$ cat src/rtl/slice_alu_pkg.sv
// Shared types for the bit-sliced stream ALU: opcodes, sequencer states, slice-count helper.
package slice_alu_pkg;

    typedef enum logic [2:0] {
        ALU_ADD    = 3'd0,
        ALU_SUB    = 3'd1,
        ALU_MUL_LO = 3'd2,
        ALU_MUL_HI = 3'd3,
        ALU_AND    = 3'd4,
        ALU_OR     = 3'd5,
        ALU_XOR    = 3'd6,
        ALU_RSVD   = 3'd7
    } alu_op_e;

    typedef enum logic [2:0] {
        ST_IDLE,
        ST_STREAM,
        ST_MUL_IN,
        ST_MUL_EXEC,
        ST_MUL_OUT
    } alu_state_e;

    function automatic int calc_ns(input int length, input int slice);
        return length / slice;
    endfunction

endpackage

$ cat src/rtl/slice_stream_alu_mac.sv
// One multiply step: full-width A times one SLICE-bit digit of B, shifted into place and accumulated.
module slice_mac #(
    parameter int LENGTH = 32,
    parameter int SLICE  = 4,
    parameter int IW     = 4
) (
    input  logic [2*LENGTH-1:0] acc,
    input  logic [LENGTH-1:0]   a,
    input  logic [SLICE-1:0]    b_slice,
    input  logic [IW-1:0]       idx,
    output logic [2*LENGTH-1:0] acc_next
);

    logic [LENGTH+SLICE-1:0] pp;
    logic [2*LENGTH-1:0]     pp_ext;

    assign pp       = {{SLICE{1'b0}}, a} * {{LENGTH{1'b0}}, b_slice};
    assign pp_ext   = {{(LENGTH-SLICE){1'b0}}, pp} << (idx * SLICE);
    assign acc_next = acc + pp_ext;

endmodule

$ cat src/rtl/slice_stream_alu.sv
// Bit-sliced ALU: operands and results stream LSB slice first; multiply is buffered, then iterated per slice.
module slice_stream_alu
    import slice_alu_pkg::*;
#(
    parameter int LENGTH = 32,
    parameter int SLICE  = 4
) (
    input  logic             clk,
    input  logic             reset,
    input  logic             start,
    input  logic [2:0]       op,
    input  logic             in_valid,
    output logic             in_ready,
    input  logic [SLICE-1:0] rs1_d,
    input  logic [SLICE-1:0] rs2_d,
    output logic             out_valid,
    input  logic             out_ready,
    output logic [SLICE-1:0] rd_d,
    output logic             out_last,
    output logic             carry_out,
    output logic             busy
);

    localparam int NS = calc_ns(LENGTH, SLICE);
    localparam int CW = $clog2(NS + 1);
    localparam logic [CW-1:0] LAST = CW'(NS - 1);

    alu_state_e          state, state_nx;
    alu_op_e             op_q, op_in;
    logic [CW-1:0]       cnt;
    logic                carry;
    logic [LENGTH-1:0]   a_q, b_q;
    logic [2*LENGTH-1:0] acc, acc_nx;
    logic [LENGTH-1:0]   res_half;
    logic [SLICE:0]      sum;
    logic [SLICE-1:0]    slice_res;
    logic                slice_cout, arith, cnt_last, in_fire, out_fire;

    assign op_in    = alu_op_e'(op);
    assign busy     = (state != ST_IDLE);
    assign cnt_last = (cnt == LAST);
    assign in_fire  = in_valid && in_ready;
    assign out_fire = out_valid && out_ready;
    assign arith    = (op_q == ALU_ADD) || (op_q == ALU_SUB);
    assign res_half = (op_q == ALU_MUL_HI) ? acc[2*LENGTH-1:LENGTH] : acc[LENGTH-1:0];

    // SUB reuses the adder: inverted rs2 plus a carry register seeded with 1 at start.
    assign sum = {1'b0, rs1_d} + {1'b0, (op_q == ALU_SUB) ? ~rs2_d : rs2_d}
               + {{SLICE{1'b0}}, carry};

    always_comb begin
        slice_res  = '0;
        slice_cout = 1'b0;
        case (op_q)
            ALU_ADD, ALU_SUB: begin
                slice_res  = sum[SLICE-1:0];
                slice_cout = sum[SLICE];
            end
            ALU_AND: slice_res = rs1_d & rs2_d;
            ALU_OR:  slice_res = rs1_d | rs2_d;
            ALU_XOR: slice_res = rs1_d ^ rs2_d;
            default: slice_res = '0;
        endcase
    end

    slice_mac #(.LENGTH(LENGTH), .SLICE(SLICE), .IW(CW)) u_mac (
        .acc      (acc),
        .a        (a_q),
        .b_slice  (b_q[cnt*SLICE +: SLICE]),
        .idx      (cnt),
        .acc_next (acc_nx)
    );

    always_ff @(posedge clk or negedge reset) begin
        if (!reset) state <= ST_IDLE;
        else        state <= state_nx;
    end

    always_comb begin
        state_nx = state;
        in_ready = 1'b0;
        case (state)
            ST_IDLE: begin
                if (start)
                    state_nx = (op_in == ALU_MUL_LO || op_in == ALU_MUL_HI) ? ST_MUL_IN : ST_STREAM;
            end
            ST_STREAM: begin
                // Once the final slice is out, no further beat belongs to this operation.
                in_ready = (!out_valid || out_ready) && !(out_valid && out_last);
                if (out_fire && out_last) state_nx = ST_IDLE;
            end
            ST_MUL_IN: begin
                in_ready = 1'b1;
                if (in_fire && cnt_last) state_nx = ST_MUL_EXEC;
            end
            ST_MUL_EXEC: begin
                if (cnt_last) state_nx = ST_MUL_OUT;
            end
            ST_MUL_OUT: begin
                if (out_fire && out_last) state_nx = ST_IDLE;
            end
            default: state_nx = ST_IDLE;
        endcase
    end

    always_ff @(posedge clk or negedge reset) begin
        if (!reset) begin
            op_q      <= ALU_ADD;
            cnt       <= '0;
            carry     <= 1'b0;
            a_q       <= '0;
            b_q       <= '0;
            acc       <= '0;
            rd_d      <= '0;
            out_valid <= 1'b0;
            out_last  <= 1'b0;
            carry_out <= 1'b0;
        end else begin
            case (state)
                ST_IDLE: begin
                    if (start) begin
                        op_q  <= op_in;
                        cnt   <= '0;
                        carry <= (op_in == ALU_SUB);
                        acc   <= '0;
                    end
                end
                ST_STREAM: begin
                    if (out_fire) begin
                        out_valid <= 1'b0;
                        out_last  <= 1'b0;
                        carry_out <= 1'b0;
                    end
                    if (in_fire) begin
                        rd_d      <= slice_res;
                        out_valid <= 1'b1;
                        out_last  <= cnt_last;
                        carry_out <= cnt_last && arith && slice_cout;
                        carry     <= slice_cout;
                        cnt       <= cnt + 1'b1;
                    end
                end
                ST_MUL_IN: begin
                    if (in_fire) begin
                        a_q <= {rs1_d, a_q[LENGTH-1:SLICE]};
                        b_q <= {rs2_d, b_q[LENGTH-1:SLICE]};
                        cnt <= cnt_last ? '0 : cnt + 1'b1;
                    end
                end
                ST_MUL_EXEC: begin
                    acc <= acc_nx;
                    cnt <= cnt_last ? '0 : cnt + 1'b1;
                end
                ST_MUL_OUT: begin
                    if (out_fire && out_last) begin
                        out_valid <= 1'b0;
                        out_last  <= 1'b0;
                    end else if (!out_valid || out_ready) begin
                        rd_d      <= res_half[cnt*SLICE +: SLICE];
                        out_valid <= 1'b1;
                        out_last  <= cnt_last;
                        cnt       <= cnt + 1'b1;
                    end
                end
                default: ;
            endcase
        end
    end

endmodule

$ cat config.mk
export PLATFORM = sky130hd
export DESIGN_NAME = slice_stream_alu
export DESIGN_NICKNAME = d
export VERILOG_FILES = /design/src/rtl/slice_alu_pkg.sv /design/src/rtl/slice_stream_alu_mac.sv /design/src/rtl/slice_stream_alu.sv
export SDC_FILE = /design/constraint.sdc
export NUM_CORES = 1
export LEC_CHECK = 0
export ABC_AREA = 1
export ABC_CLOCK_PERIOD_IN_PS = 10000
export BUFFER_PORTS_ARGS = -buffer_cell sky130_fd_sc_hd__buf_4
export CORE_MARGIN = 5
export CORE_UTILIZATION = 60
export DETAILED_ROUTE_END_ITERATION = 10
export HOLD_SLACK_MARGIN = 0.15
export PLACE_DENSITY_LB_ADDON = 0.3
export SYNTH_ARGS = -nofsm -noshare
export SYNTH_HDL_FRONTEND = slang
export SYNTH_HIERARCHICAL = 1
export SYNTH_SLANG_ARGS = --single-unit
$ cat constraint.sdc
create_clock -name clk -period 10 [get_ports clk]
set_clock_uncertainty 0.1 [all_clocks]
set_input_delay 1.5 -clock clk [delete_from_list [all_inputs] [get_ports clk]]
set_output_delay 1.5 -clock clk [all_outputs]
set_load 0.01 [all_outputs]
==> results_dict.tcl, run 1 <==
set metrics [dict create \
    rsz0062_at_grt "false" \
    path_max_fanout 34 \
    die_x_um 183 \
    grt-ovfl-total 0 \
    cts_buffers 17 \
    slew_headroom_pct 9.94 \
    slowest_delay_ns 1.03 \
    antenna_found_initial 3 \
    start_util_pct 60.7 \
    r2r-start "cnt[0]$_DFFE_PN0P_" \
    finalHoldViolations 0 \
    core_area_um2 29600 \
    postRouteAntennaNets 0 \
    final.period_utilization_pct 90.5 \
    fp.dieH_um 183 \
    async_flop_share_pct 100 \
    htree_num_levels 4 \
    worstSetupPathType "reg -> reg" \
    hold_buffers 0 \
    place.gp.congestion 1.05 \
    cp_common_cell "nand2_1" \
    drive_gt1_share_pct 6.85 \
    hp-start "b_q[21]$_DFFE_PN0P_" \
    cts.clk_slew.worst_paths_ns 0.09 \
    grt_pass1_vias 18800 \
    synth_edf_count 0 \
    grt_max_degree 106 \
    viasPerCell 6.20 \
    synth_area_leaders "dfrtp_1, nand2_1, nand3_1" \
    synth_most_common_cell "nand2_1" \
    ys_seq_elements 146 \
    fin_setup_tns_ns 0 \
    cp-start-kind "register" \
    grt_pass1_wl_mm 103 \
    globalRouteTotalUtil_pct 38.8 \
    wirelength_mm 65.0 \
    syn_area_per_cell_um2 6.35 \
    dp_hpwl_mm 49.7 \
    dieArea_um2 33500 \
    period_minus_slack_ns 9.05 \
    synthFlopType "dfrtp_1" \
    cts_buffer_depth 2 \
    maxClockFrequency_mhz 110 \
    syn_to_final_growth_pct 5.71 \
    worstHoldEndpoint "b_q[21]$_DFFE_PN0P_" \
    io_buffers 24 \
    regToRegSetupSlack_ns 0.95 \
    whs_path_depth 2 \
    cp.required_ns 10.30 \
    yosysSeqAreaShare_pct 20.4 \
    yosys.area.top_type "dfrtp_1" \
    crit-reg2reg-capture "acc[59]$_DFFE_PN0P_" \
    drt_iter0_drc 2747 \
    post_cts_buffers 0 \
    num_vias 19700 \
    postCtsResizedCells 0 \
    synthTopCellsByCount "nand2_1, inv_1, nand3_1" \
    synthCells 2823 \
    drc 0 \
    clk_latency_ns 0.47 \
    outcome "completed" \
    synth.distinct_cells 62 \
    clock_sinks 146 \
    io_pins 25 \
    syn_nets 3017 \
    first_pass_iters 8 \
    slew_violations 0 \
    end_kind "register" \
    setup_viol 0 \
    reg2reg_depth 37 \
    holdWs_ns 0.396 \
    syn_area_um2 17900 \
    rows 63 \
    cts-root-buf "clkbuf_16" \
    slowest_stage "a31oi_2" \
    fillerInstances 2639 \
    hp-class "reg -> reg" \
    nets 2970 \
    worst_pin_slew_ns 1.35 \
    wl_per_cell_um 20.4 \
    cts_tree "yes" \
    yosysTopAreaCellShare_pct 20.4 \
    maxCapViolations 0 \
    worstPathArrival_ns 9.36 \
    yosys_warnings 6 \
]
worst max-delay path, delay by kind of cell, from the launching register on:
kind	cells	cell delay (ns)
xor gates and xnor gates	2	0.40
buffers and inverters	4	0.89
AOI/OAI and AO/OA	12	3.33
adders and majority gates	4	2.05
DFF	1	0.36
and+or+nand+nor	15	1.81
stage by stage:
step           util (%)  cell area [µm²]  setup slack [ns]  instances
2_1_floorplan         -            17900              3.57       2823
6_report           64.1            19000             0.949       3181
3_3_place_gp       62.1            18300              1.55       3147
3_5_place_dp       62.1            18300              1.45       3147
5_1_grt            64.1            19000             0.357       3179
4_1_cts            64.1            19000              1.29       3179
how the worst max path moves through the flow:
stage / startpoint / endpoint
after floorplan: cnt[0]$_DFFE_PN0P_ / acc[57]$_DFFE_PN0P_
after global placement: cnt[0]$_DFFE_PN0P_ / acc[51]$_DFFE_PN0P_
after detailed placement: cnt[0]$_DFFE_PN0P_ / acc[59]$_DFFE_PN0P_
after CTS: cnt[0]$_DFFE_PN0P_ / acc[59]$_DFFE_PN0P_
after global routing: cnt[0]$_DFFE_PN0P_ / acc[59]$_DFFE_PN0P_
final: cnt[0]$_DFFE_PN0P_ / acc[59]$_DFFE_PN0P_
sequential cells by signal, summed over array words and instances (netlist names):
| register | cells |
|---|---|
| a_q | 32 |
| acc | 64 |
| b_q | 32 |
| carry | 1 |
| carry_out | 1 |
| cnt | 4 |
| op_q | 3 |
| out_last | 1 |
| out_valid | 1 |
| rd_d | 4 |
| state | 3 |
cells in the final DEF, fill, tap and decap left out, types with 4 or more instances in the layout:
master / netlist / routed
inv_1: 419 / 419
clkinv_8: 0 / 4
or2_1: 5 / 5
a31oi_2: 0 / 4
nand2_1: 668 / 666
o21ai_2: 6 / 6
xnor2_1: 27 / 27
nand3_1: 364 / 364
buf_4: 1 / 44
fa_1: 63 / 63
o21ai_1: 46 / 46
o21a_1: 9 / 9
nand2_2: 33 / 34
a21boi_0: 4 / 4
dfrtp_1: 146 / 143
o21ai_0: 149 / 149
inv_2: 23 / 23
xor2_1: 53 / 53
a21oi_1: 163 / 163
nand3b_1: 5 / 5
nor3_1: 16 / 16
clkinv_1: 6 / 6
nor2_2: 7 / 7
o22ai_1: 4 / 4
inv_8: 0 / 4
ha_1: 115 / 115
clkbuf_16: 0 / 17
a21o_1: 8 / 8
o21bai_1: 13 / 13
o211ai_1: 6 / 6
nand4_1: 42 / 42
nor2_1: 236 / 236
inv_6: 0 / 4
mux2_1: 4 / 4
a21oi_2: 11 / 11
a31oi_1: 21 / 17
nand3_2: 4 / 4
layer usage:
layer,track usage (%),share of wire [%],up-vias
li1,-,-,9024
met1,53.9,41,9291
met2,61.1,44,1221
met3,7.87,11,188
met4,12.9,3.3,2
met5,0,0.025,-
cell type report:
cell class,instances,area [µm²],share of cell area (%)
sequential,146,3660,19.3
timing repair buffer,45,342,1.80
tap,390,488,2.57
clock buffer,17,425,2.24
clock inverter,15,188,0.990
inverter,449,1690,8.89
antenna,2,5.00,0.0264
multi-input combinational,2117,12200,64.2
logic make-up (layout without fill, tap and decap cells):
| logic type | Yosys count | after routing | synth area share, % |
|---|---|---|---|
| simple gates | 1393 | 1393 | 33.7 |
| fa+ha+maj | 178 | 178 | 15.1 |
| buf+inv | 560 | 526 | 12.0 |
| compound gates | 461 | 461 | 14.7 |
| mux | 5 | 5 | 0.307 |
| flops | 146 | 146 | 20.4 |
| xor+xnor | 80 | 80 | 3.91 |
| other cells | 0 | 2 | 0 |
Power of run 1 is not shown: default switching activity piles up to over one toggle a cycle in this logic, so the estimate is an artifact.
==> run 2: changes to the inputs <==
Settings changed: CORE_MARGIN 5 to 2, PLACE_DENSITY set to 0.84, PLACE_DENSITY_LB_ADDON 0.3 to not set.
==> run 2 against run 1 <==
Net effect: die area decreased by 6.5%; flip-flop and latch count unchanged; final cell count about the same; routed wire length decreased by 3.6%; via count decreased by 1.5%; sequential share of layout area about the same; first-iteration DRC count decreased by 12%; critical path type unchanged; worst hold slack got worse by 0.0067 ns; worst setup slack improved by 0.52 ns.
==> results_dict.tcl, run 2 (synthesis results as in run 1) <==
set metrics [dict create \
    worstSetupPathType "reg -> reg" \
    fp.dieH_um 177 \
    fin_setup_tns_ns 0 \
    rsz0062_at_grt "false" \
    cts_tree "yes" \
    slew_headroom_pct 37.3 \
    final_common_cell "nand2_1" \
    place.gp.congestion 1.09 \
    pre_cts_ws_ns 2.06 \
    postCtsResizedCells 0 \
    syn_to_final_growth_pct 5.52 \
    grt_pass1_wl_mm 99.6 \
    regToRegSetupSlack_ns 1.46 \
    cts.clk_slew.worst_paths_ns 0.07 \
    slew_violations 0 \
    io_pins 25 \
    drive_gt1_share_pct 6.88 \
    largest_reg_flops 64 \
    postRouteAntennaNets 0 \
    rows 63 \
    setup_ws_ns 1.46 \
    maxClockFrequency_mhz 117 \
    antenna_found_initial 2 \
    grt-ovfl-total 0 \
    cts-root-buf "clkbuf_16" \
    worstPathArrival_ns 8.82 \
    clk_latency_ns 0.46 \
    mostFrequentLayoutCells "nand2_1, inv_1, nand3_1" \
    num_vias 19400 \
    holdWs_ns 0.389 \
    fin_util_pct 64.0 \
    finalHoldViolations 0 \
    drc 0 \
    dp_hpwl_mm 48.9 \
    cp-start-kind "register" \
    slowest_stage "a31oi_2" \
    cts_buffers 17 \
    start_util_pct 60.7 \
    cp.required_ns 10.29 \
    setup_viol 0 \
    worst_pin_slew_ns 0.935 \
    period_minus_slack_ns 8.54 \
    die_x_um 177 \
    hold_buffers 0 \
    largest_register "acc" \
    core_area_um2 29600 \
    io_buffers 24 \
    globalRouteTotalUtil_pct 40.9 \
    maxCapViolations 0 \
    clock_sinks 146 \
    nets 2972 \
    cp_common_cell "nand2_1" \
    outcome "completed" \
    slowest_delay_ns 0.74 \
    wl_per_cell_um 19.7 \
    grt_pass1_vias 18500 \
    viasPerCell 6.11 \
    drt_iter0_drc 2426 \
    largestRegisters "acc: 64 flops, a_q: 32 flops, b_q: 32 flops" \
    fillerInstances 2683 \
    dieArea_um2 31300 \
    grt_max_degree 98 \
    first_pass_iters 6 \
    hp-class "reg -> reg" \
    post_cts_buffers 0 \
    wirelength_mm 62.6 \
    cts_buffer_depth 2 \
    htree_num_levels 4 \
    end_kind "register" \
    final.period_utilization_pct 85.4 \
    path_max_fanout 25 \
]
==> run 2: changes by cell type in the layout (fill, tap and decap cells not counted), sizes merged <==
| cell | before | now |
|---|---|---|
| buf | 45 | 47 |
| bufinv | 1 | 0 |
| clkbuf | 17 | 18 |
| clkinvlp | 1 | 0 |
| diode | 2 | 1 |
| inv | 450 | 451 |
==> run 2: routing by layer <==
metal | vias up | track usage [%] | part of all wire (%)
met4 | 0 | 12.8 | 2.8
li1 | 9027 | - | -
met3 | 138 | 10.7 | 12
met1 | 9192 | 55.2 | 41
met5 | - | 0 | 0
met2 | 1077 | 64.4 | 44
==> run 2: cell type report <==
class                   instances  area [µm²]  share of cell area, %
diodes                          1        2.50                 0.0132
clock buffers                  18         429                   2.27
clock inverters                14         136                  0.721
inverters                     449        1690                   8.91
multi-input cells            2117       12200                   64.3
flip-flops and latches        146        3660                   19.3
well taps                     390         488                   2.58
repair buffers                 47         357                   1.88
==> run 2: worst max-delay path: cells and delay by family, from the launching register on <==
kind	cells	cell delay, ns
flops	1	0.64
compound gates	7	1.83
simple gates	21	2.97
fa+ha+maj	4	1.85
buf+inv	3	0.63
xor+xnor	2	0.41
==> run 2: worst paths after layout <==
kind                                    start             endpoint  depth (start not counted)
setup reg to reg           cnt[0]$_DFFE_PN0P_  acc[58]$_DFFE_PN0P_                         37
min in group asynchronous               reset  b_q[30]$_DFFE_PN0P_                          1
max in group asynchronous               reset   cnt[0]$_DFFE_PN0P_                          2
hold reg to reg            b_q[6]$_DFFE_PN0P_   b_q[6]$_DFFE_PN0P_                          2
setup / recovery           cnt[0]$_DFFE_PN0P_  acc[58]$_DFFE_PN0P_                         37
hold / removal             b_q[6]$_DFFE_PN0P_   b_q[6]$_DFFE_PN0P_                          2
==> run 2: per-stage QoR <==
step	cells	instance area, µm²
after detailed placement	3149	18400
after global placement	3149	18400
after CTS	3181	18900
final	3182	18900
after global routing	3181	18900
after floorplan	2823	17900
Power of run 2 is left out for the same reason.
